File: config.mk
export PLATFORM = sky130hd
export DESIGN_NAME = add_round_key_gen
export DESIGN_NICKNAME = d
export VERILOG_FILES = /design/src/rtl/add_round_key_gen.sv
export SDC_FILE = /design/constraint.sdc
export NUM_CORES = 1
export LEC_CHECK = 0
export CAP_MARGIN = 20
export CORE_AREA = 10 10 130 132
export CTS_BUF_LIST = sky130_fd_sc_hd__clkbuf_16
export DETAILED_ROUTE_END_ITERATION = 10
export DIE_AREA = 0 0 140 142
export DONT_BUFFER_PORTS = 1
export GPL_TIMING_DRIVEN = 1
export PLACE_DENSITY = 0.69
export SETUP_SLACK_MARGIN = 0.1
export SLEW_MARGIN = 20
export SYNTH_ARGS = -nofsm -noshare
export SYNTH_HDL_FRONTEND = slang
export SYNTH_SLANG_ARGS = --single-unit
File: constraint.sdc
create_clock -name ap_clk -period 3.4 [get_ports ap_clk]
set_input_delay 0.68 -clock ap_clk [delete_from_list [all_inputs] [get_ports ap_clk]]
set_output_delay 0.68 -clock ap_clk [all_outputs]
set_load 0.01 [all_outputs]
File: src/rtl/add_round_key_gen.sv
// add_round_key_gen: AES AddRoundKey engine, XORs the 4 x NB statemt memory with round key n.
//   Build option: define ROUND_RANGE_CHECK_EN to reject round indices above NR (key_err).
//   Ports:
//     ap_clk, ap_rst_n                  clock, asynchronous active-low reset
//     ap_start/ap_done/ap_idle/ap_ready block-level handshake
//     n                                 round index, sampled when a start is accepted
//     statemt_*0/1                      dual-port state memory (1-cycle read latency)
//     key_*0/1                          dual-port round-key memory (1-cycle read latency)
//     key_err                           round index out of range, valid with ap_done
module add_round_key_gen #(
   parameter int NB             = 4,
   parameter int DATA_W         = 32,
   parameter int KEY_W          = 8,
   parameter int NR             = 14,
   parameter int ST_AW          = 5,
   parameter int KEY_AW         = 9,
   parameter int KEY_ROW_STRIDE = 120
) (
   input  logic              ap_clk,
   input  logic              ap_rst_n,
   input  logic              ap_start,
   output logic              ap_done,
   output logic              ap_idle,
   output logic              ap_ready,
   input  logic [31:0]       n,
   output logic [ST_AW-1:0]  statemt_address0,
   output logic              statemt_ce0,
   output logic              statemt_we0,
   output logic [DATA_W-1:0] statemt_d0,
   input  logic [DATA_W-1:0] statemt_q0,
   output logic [ST_AW-1:0]  statemt_address1,
   output logic              statemt_ce1,
   output logic              statemt_we1,
   output logic [DATA_W-1:0] statemt_d1,
   input  logic [DATA_W-1:0] statemt_q1,
   output logic [KEY_AW-1:0] key_address0,
   output logic              key_ce0,
   input  logic [KEY_W-1:0]  key_q0,
   output logic [KEY_AW-1:0] key_address1,
   output logic              key_ce1,
   input  logic [KEY_W-1:0]  key_q1,
   output logic              key_err
);
   localparam int JW = $clog2(NB + 1);
   typedef enum logic [2:0] {S_IDLE, S_COL, S_RD, S_WR0, S_WR1} state_t;
   state_t state, state_nx;
   logic [JW-1:0] j;
   logic [31:0] n_reg, key_base;
   logic [DATA_W-1:0] st0, st1, r2, r3;
   logic [KEY_W-1:0] k0, k1;
   logic err, bad, fin, st_en, key_en, hi;
   if (NB < 1 || NB > 8 || 4 * NB > 2 ** ST_AW || NR < 0) begin : g_bad_cfg
      $error("add_round_key_gen: illegal NB/ST_AW/NR combination");
   end
`ifdef ROUND_RANGE_CHECK_EN
   assign bad = n > 32'(NR);
`else
   assign bad = 1'b0;
`endif
   assign fin = j == JW'(NB);
   always_ff @(posedge ap_clk or negedge ap_rst_n)
      if (!ap_rst_n) state <= S_IDLE;
      else state <= state_nx;
   // hi selects rows 2/3 of the current column (S_RD reads, S_WR1 writes)
   always_comb begin
      state_nx    = state;
      ap_idle     = 1'b0;
      ap_done     = 1'b0;
      ap_ready    = 1'b0;
      key_err     = 1'b0;
      st_en       = 1'b0;
      key_en      = 1'b0;
      hi          = 1'b0;
      statemt_we0 = 1'b0;
      statemt_we1 = 1'b0;
      case (state)
         S_IDLE: begin
            ap_idle = !ap_start;
            if (ap_start) state_nx = S_COL;
         end
         S_COL: begin
            if (fin) begin
               ap_done  = 1'b1;
               ap_ready = 1'b1;
               key_err  = err;
               state_nx = S_IDLE;
            end else begin
               st_en    = 1'b1;
               key_en   = 1'b1;
               state_nx = S_RD;
            end
         end
         S_RD: begin
            st_en    = 1'b1;
            key_en   = 1'b1;
            hi       = 1'b1;
            state_nx = S_WR0;
         end
         S_WR0: begin
            st_en       = 1'b1;
            statemt_we0 = 1'b1;
            statemt_we1 = 1'b1;
            state_nx    = S_WR1;
         end
         S_WR1: begin
            st_en       = 1'b1;
            hi          = 1'b1;
            statemt_we0 = 1'b1;
            statemt_we1 = 1'b1;
            state_nx    = S_COL;
         end
         default: state_nx = S_IDLE;
      endcase
   end
   assign statemt_ce0      = st_en;
   assign statemt_ce1      = st_en;
   assign key_ce0          = key_en;
   assign key_ce1          = key_en;
   // element (r, j) lives at 4*j + r
   assign statemt_address0 = st_en ? ST_AW'({j, hi, 1'b0}) : '0;
   assign statemt_address1 = st_en ? ST_AW'({j, hi, 1'b1}) : '0;
   // key address wraps naturally by truncation to KEY_AW
   assign key_base         = n_reg * 32'(NB) + 32'(j);
   assign key_address0     = key_en ? KEY_AW'(key_base + 32'(hi ? 2 * KEY_ROW_STRIDE : 0)) : '0;
   assign key_address1     = key_en ? KEY_AW'(key_base + 32'(hi ? 3 * KEY_ROW_STRIDE : KEY_ROW_STRIDE)) : '0;
   assign statemt_d0       = statemt_we0 ? (hi ? r2 : st0 ^ DATA_W'(k0)) : '0;
   assign statemt_d1       = statemt_we1 ? (hi ? r3 : st1 ^ DATA_W'(k1)) : '0;
   always_ff @(posedge ap_clk or negedge ap_rst_n)
      if (!ap_rst_n) begin
         j     <= '0;
         n_reg <= '0;
         err   <= 1'b0;
         st0   <= '0;
         st1   <= '0;
         k0    <= '0;
         k1    <= '0;
         r2    <= '0;
         r3    <= '0;
      end else begin
         // an out-of-range round jumps straight to the done column
         if (state == S_IDLE && ap_start) begin
            n_reg <= n;
            j     <= bad ? JW'(NB) : '0;
            err   <= bad;
         end
         if (state == S_RD) begin
            st0 <= statemt_q0;
            st1 <= statemt_q1;
            k0  <= key_q0;
            k1  <= key_q1;
         end
         // rows 2/3 data arrives while rows 0/1 are being written; hold it for S_WR1
         if (state == S_WR0) begin
            r2 <= statemt_q0 ^ DATA_W'(key_q0);
            r3 <= statemt_q1 ^ DATA_W'(key_q1);
         end
         if (state == S_WR1) j <= j + JW'(1);
      end
endmodule

### Word level (Yosys, flattened, before mapping)

Cells that the tools add are included.

| word-level totals | value |
|---|---|
| output and inout port bits | 102 |
| register bits after elaboration | 157 |
| input port bits | 115 |
| word-level logic and storage cells | 53 |

| cells by class | value |
|---|---|
| $add $sub $neg | 4 |
| bitwise operators | 4 |
| eq/ne operators | 6 |
| mux-type cells | 23 |
| reduce and logical (&&, ||, !) cells | 7 |

Operators by type and width:

| kind | number |
|---|---|
| two-way mux 32 bit | 4 |
| bitwise XOR 32 x 8 -> 32 bit | 4 |
| two-way mux 9 bit | 3 |
| case mux 3 bit (5 select lines) | 1 |
| two-way mux 5 bit | 2 |
| adder 9 x 3 -> 9 bit | 1 |
| adder 9 x 8 -> 9 bit | 1 |
| adder 9 bit | 1 |
| two-way mux 3 bit | 3 |
| two-way mux 8 bit | 1 |
| equality test 3 x 2 -> 1 bit (second input constant) | 2 |
| equality test 3 bit (second input constant) | 2 |
| two-way mux 1 bit | 6 |
| case mux 1 bit (2 select lines) | 2 |
| OR reduction 2 bit | 2 |
| adder 3 x 1 -> 3 bit (second input constant) | 1 |
| equality test 3 x 1 -> 1 bit (second input constant) | 1 |
| logical NOT 3 bit | 1 |
| OR reduction 3 bit | 1 |
| two-way mux 2 bit | 1 |
| != test 2 bit (second input constant) | 1 |
| nonzero test 2 bit | 1 |
| logical AND 1 bit | 1 |
| logical NOT 1 bit | 1 |

### Logic depth before layout (Yosys ltp)

| depth | value |
|---|---|
| word-level depth | 6 |
| depth in mapped cells | 10 |
| mapped depth without buffers | 9 |

### Worst setup path after synthesis

OpenSTA, ideal clock, no wires.

| timing path | value |
|---|---|
| kind | reg-to-output |
| start point | reg j[2] |
| end point | out key_address0[7] |
| slack | 0.544 ns |
| data required time | 2.720 ns |
| buffers on the path | 0 |
| arrival time | 2.176 ns |
| stages on the path, launching flop included | 10 |
| cell sequence | dfrtp_1 > ha_1 > ha_1 > nand3_1 > xor2_1 > inv_1 > ha_1 > a31oi_1 > a31o_2 > a21oi_1 |

| between the ends | value |
|---|---|
| word-level cells in the longest chain between the ends | 4 |
| elaborated cells on any way between the ends | 6 |
| those cells by class | add/sub (2); eq/ne (1); mux (3) |

RTL lines:

| element | line | RTL |
|---|---|---|
| start: declaration | 47 | `logic [JW-1:0] j;` |
| start signal: assignment | 143 | `j <= bad ? JW'(NB) : '0;` |
| start signal: assignment | 157 | `if (state == S_WR1) j <= j + JW'(1);` |
| branches (longest 3 deep; another with adder 9 x 3 -> 9 bit) | - |  |
| two-way mux 9 bit * | 124 | `assign key_address0 = key_en ? KEY_AW'(key_base + 32'(hi ? 2 * KEY_ROW_STRIDE : 0)) : '0;` |
| end: declaration | 36 | `output logic [KEY_AW-1:0] key_address0,` |

Mark *: on every way between the ends.

### Worst setup path after layout

Same ends and word-level chain as after synthesis.

==> summary.txt <==
Status
  – Run status: finished with violations
  – Violated checks: negative hold slack

Finish
  – Post-route cell area: 0.00859 sq mm
  – Fraction of layout cells with a size suffix above 1: 0.216
  – ANT cells: 0
  – Reg area: 0.00393 sq mm
  – Fillcell total: 1171
  – Syn-to-layout area delta: 11.0%
  – Fin nets: 921
  – Finished Layout Cells: 993
  – Area used by multi-input combinational logic: 0.00349 sq mm

STA
  – TNS Setup: 0 ps
  – Slew margin rel.: 0.342
  – RSZ-0062 raised after global routing: false
  – Final setup fails: 0
  – Fin crit period: 3160 ps
  – Hold_ws: -49.8 ps
  – Period utilization: 0.928
  – Max Slew Vio Count: 0
  – Fmax: 317 MHz
  – Worst Skew: 8.32 ps
  – Worst Tran Pin Value: 984 ps
  – Fin. Hold Viols: 80

Global routing
  – Total global routing overflow: 0
  – Grt met3 use: 0.0778
  – Grt met2 use: 0.311
  – Initial antenna violation count: 0
  – Total GRT Usage: 0.187
  – Largest net degree at the start of global routing: 158
  – Vias in the first global route: 5597
  – Met1 Use GR: 0.214
  – Most Crowded Layer GR: met2
  – First-pass GRT wire length: 29900 microns

Pwr
  – Sequential power share: 0.333
  – Switch share: 0.411
  – Clock Power Share: 0.183
  – P_leak: 3.89 nW
  – Internal: 0.00600 W
  – Worst VDD drop: 495 uV
  – Psw: 0.00419 W
  – Gate power share: 0.484
  – Pwr per Cell Area: 1190 mW/mm^2

Synthesis
  – Post-synth top flop: dfrtp_1
  – Post-synth ARST share: 1.00
  – Cell with the most instances after synthesis: nand2_1
  – #FFs+latches synth: 157
  – Synth Area per Inst: 9.74 sq um
  – Yosys cell types: 43
  – Most instantiated cells after synthesis: nand2_1 (264), dfrtp_1 (157), mux2_2 (87)
  – Top cell type's share of synthesized area: 0.508
  – Area leader, netlist: dfrtp_1
  – Syn. warnings: 0
  – Synth area leaders: dfrtp_1 (51%), nand2_1 (13%), mux2_2 (13%)
  – Post-Syn Area: 0.00774 sq mm
  – Cells after Synth: 795
  – EDFF count, synth: 0
  – Seq/Total Area, Yosys: 0.508

Floorplanning
  – Die H: 142 microns
  – Row count: 44
  – Die Area: 0.0199 sq mm
  – Ports: 217
  – Effective utilization at floorplan: 0.541
  – Core area: 0.0143 sq mm
  – Die width: 140 microns

Worst setup path
  – Worst Path Required: 2720 ps
  – CP startpoint kind: flip-flop
  – CP Capture Type: output port
  – Reg-to-reg slack, setup: 1440 ps
  – Critical path data arrival time: 2480 ps
  – Crit Reg-Reg Startpoint: state[1]$_DFFE_PN0N_
  – Worst r2r dst: n_reg[2]$_DFFE_PN0P_
  – Setup crit start: j[2]$_DFFE_PN0P_
  – Reg2reg path depth: 3
  – CP Class: flip-flop to output port
  – Worst Setup EP: key_address0[7]
  – CP max FO: 3

Clock network
  – Sink Count: 157
  – Clk Latency, worst-skew pair: 420 ps
  – Max clock buf depth: 2
  – CTS H-tree lvls: 4
  – Cts bufs inserted: 17
  – Clock root buffer master: clkbuf_16
  – CTS clock-pin slew for the worst setup and hold paths: 60 ps
  – CTS tree: built

Routing
  – DR WL/cell: 18.9 microns
  – Total wire length: 18700 microns
  – DR DRC count: 0
  – Initial DRC count: 363
  – Vias/cell: 5.67
  – Drt first pass iters: 5
  – Routed via count: 5634
  – Remaining antenna violation count: 0

Placement
  – RePlAce Congestion: 0.892
  – Number of port buffers: 0
  – Placed cell areas: 0.00788 sq mm
  – Hpwl dp: 12600 microns
  – Placed cells: 954

Run
  – Max-cap violations: 0

Hold path
  – Worst hold-check path type: input port to asynchronous set/reset pin
power by group through the flow:
stage / clock network [W] / registers (W) / logic (W)
3_3_place_gp: 0 / 0.00333 / 0.00467
3_5_place_dp: 0 / 0.00340 / 0.00482
6_report: 0.00186 / 0.00339 / 0.00493
5_1_grt: 0.00200 / 0.00350 / 0.00550
4_1_cts: 0.00190 / 0.00338 / 0.00487
2_1_floorplan: 0 / 0.00325 / 0.00387
cells in the final DEF, fill, tap and decap left out, drive strengths merged, types with 4 or more instances in the layout:
master / netlist / layout
nor2: 31 / 31
inv: 11 / 13
nor3: 4 / 4
clkinv: 0 / 7
and2: 7 / 7
xnor2: 37 / 37
o21ai: 23 / 23
nand2: 264 / 264
dfrtp: 157 / 157
xor2: 6 / 6
a211oi: 17 / 17
clkbuf: 20 / 17
mux2: 87 / 87
buf: 41 / 42
ha: 9 / 9
nand3: 4 / 4
a21oi: 54 / 54
layer usage:
layer | vias to the layer above | share of wire | wire (microns)
met2 | 197 | 0.51 | 9530
met3 | 19 | 0.088 | 1660
met1 | 2816 | 0.39 | 7310
met5 | - | 0 | 0
met4 | 0 | 0.014 | 255
li1 | 2602 | - | -
what timing repair did:
| action | 4_1_cts | 5_1_grt |
|---|---|---|
| pin swaps | 0 | 3 |
| endpoints found under the setup margin | 12 | 6 |
| buffers inserted | 2 | 5 |
| hold endpoints to repair | 157 | 157 |
| gates resized for setup | 5 | 10 |
| gates cloned | 0 | 0 |
through the flow:
| step | power (W) | utilization | setup slack, ps |
|---|---|---|---|
| 5_1_grt | 0.0110 | 0.600 | 76.9 |
| 4_1_cts | 0.0102 | 0.593 | 145 |
| 2_1_floorplan | 0.00713 | - | 544 |
| 3_5_place_dp | 0.00823 | 0.551 | 374 |
| 3_3_place_gp | 0.00799 | 0.551 | 462 |
| 6_report | 0.0102 | 0.600 | 245 |
cell type report:
type,count,area share
multi-input cells,567,0.406
clock buffers,17,0.0495
clock inverters,15,0.0182
repair buffers,42,0.0371
inverters,11,0.00480
well taps,184,0.0268
flip-flops and latches,157,0.457
critical path, stage by stage (launching register included):
cell and delay (ps):
dfrtp_2 420, ha_4 180, ha_4 180, nand3_1 90, xor2_1 190, inv_1 110
ha_4 280, a31oi_1 90, a31o_2 230, a21oi_2 140, buf_4 140
worst min path at each step:
stage | startpoint | end | cells after the start | slack [ps]
floorplan | ap_rst_n | j[0]$_DFFE_PN0P_ | 0 | 380
global placement | ap_rst_n | n_reg[6]$_DFFE_PN0P_ | 0 | 390
detailed placement | ap_rst_n | n_reg[6]$_DFFE_PN0P_ | 0 | 390
CTS | ap_rst_n | j[2]$_DFFE_PN0P_ | 0 | -60
global route | ap_rst_n | n_reg[6]$_DFFE_PN0P_ | 0 | -70
finish | ap_rst_n | n_reg[6]$_DFFE_PN0P_ | 0 | -50
kinds of logic (layout without fill, tap and decap cells):
| family | after synthesis | in the layout | share of synthesized area |
|---|---|---|---|
| flip-flops | 157 | 157 | 0.508 |
| buffers and inverters | 72 | 85 | 0.0530 |
| XOR/XNOR | 44 | 44 | 0.0525 |
| other | 1 | 2 | 0.000485 |
| AO/OA/AOI/OAI | 103 | 103 | 0.0768 |
| adder cells (fa/ha/maj) | 10 | 10 | 0.0171 |
| multiplexers | 88 | 88 | 0.128 |
| AND/OR/NAND/NOR | 320 | 320 | 0.165 |
Power figures use the tool's default switching activity.
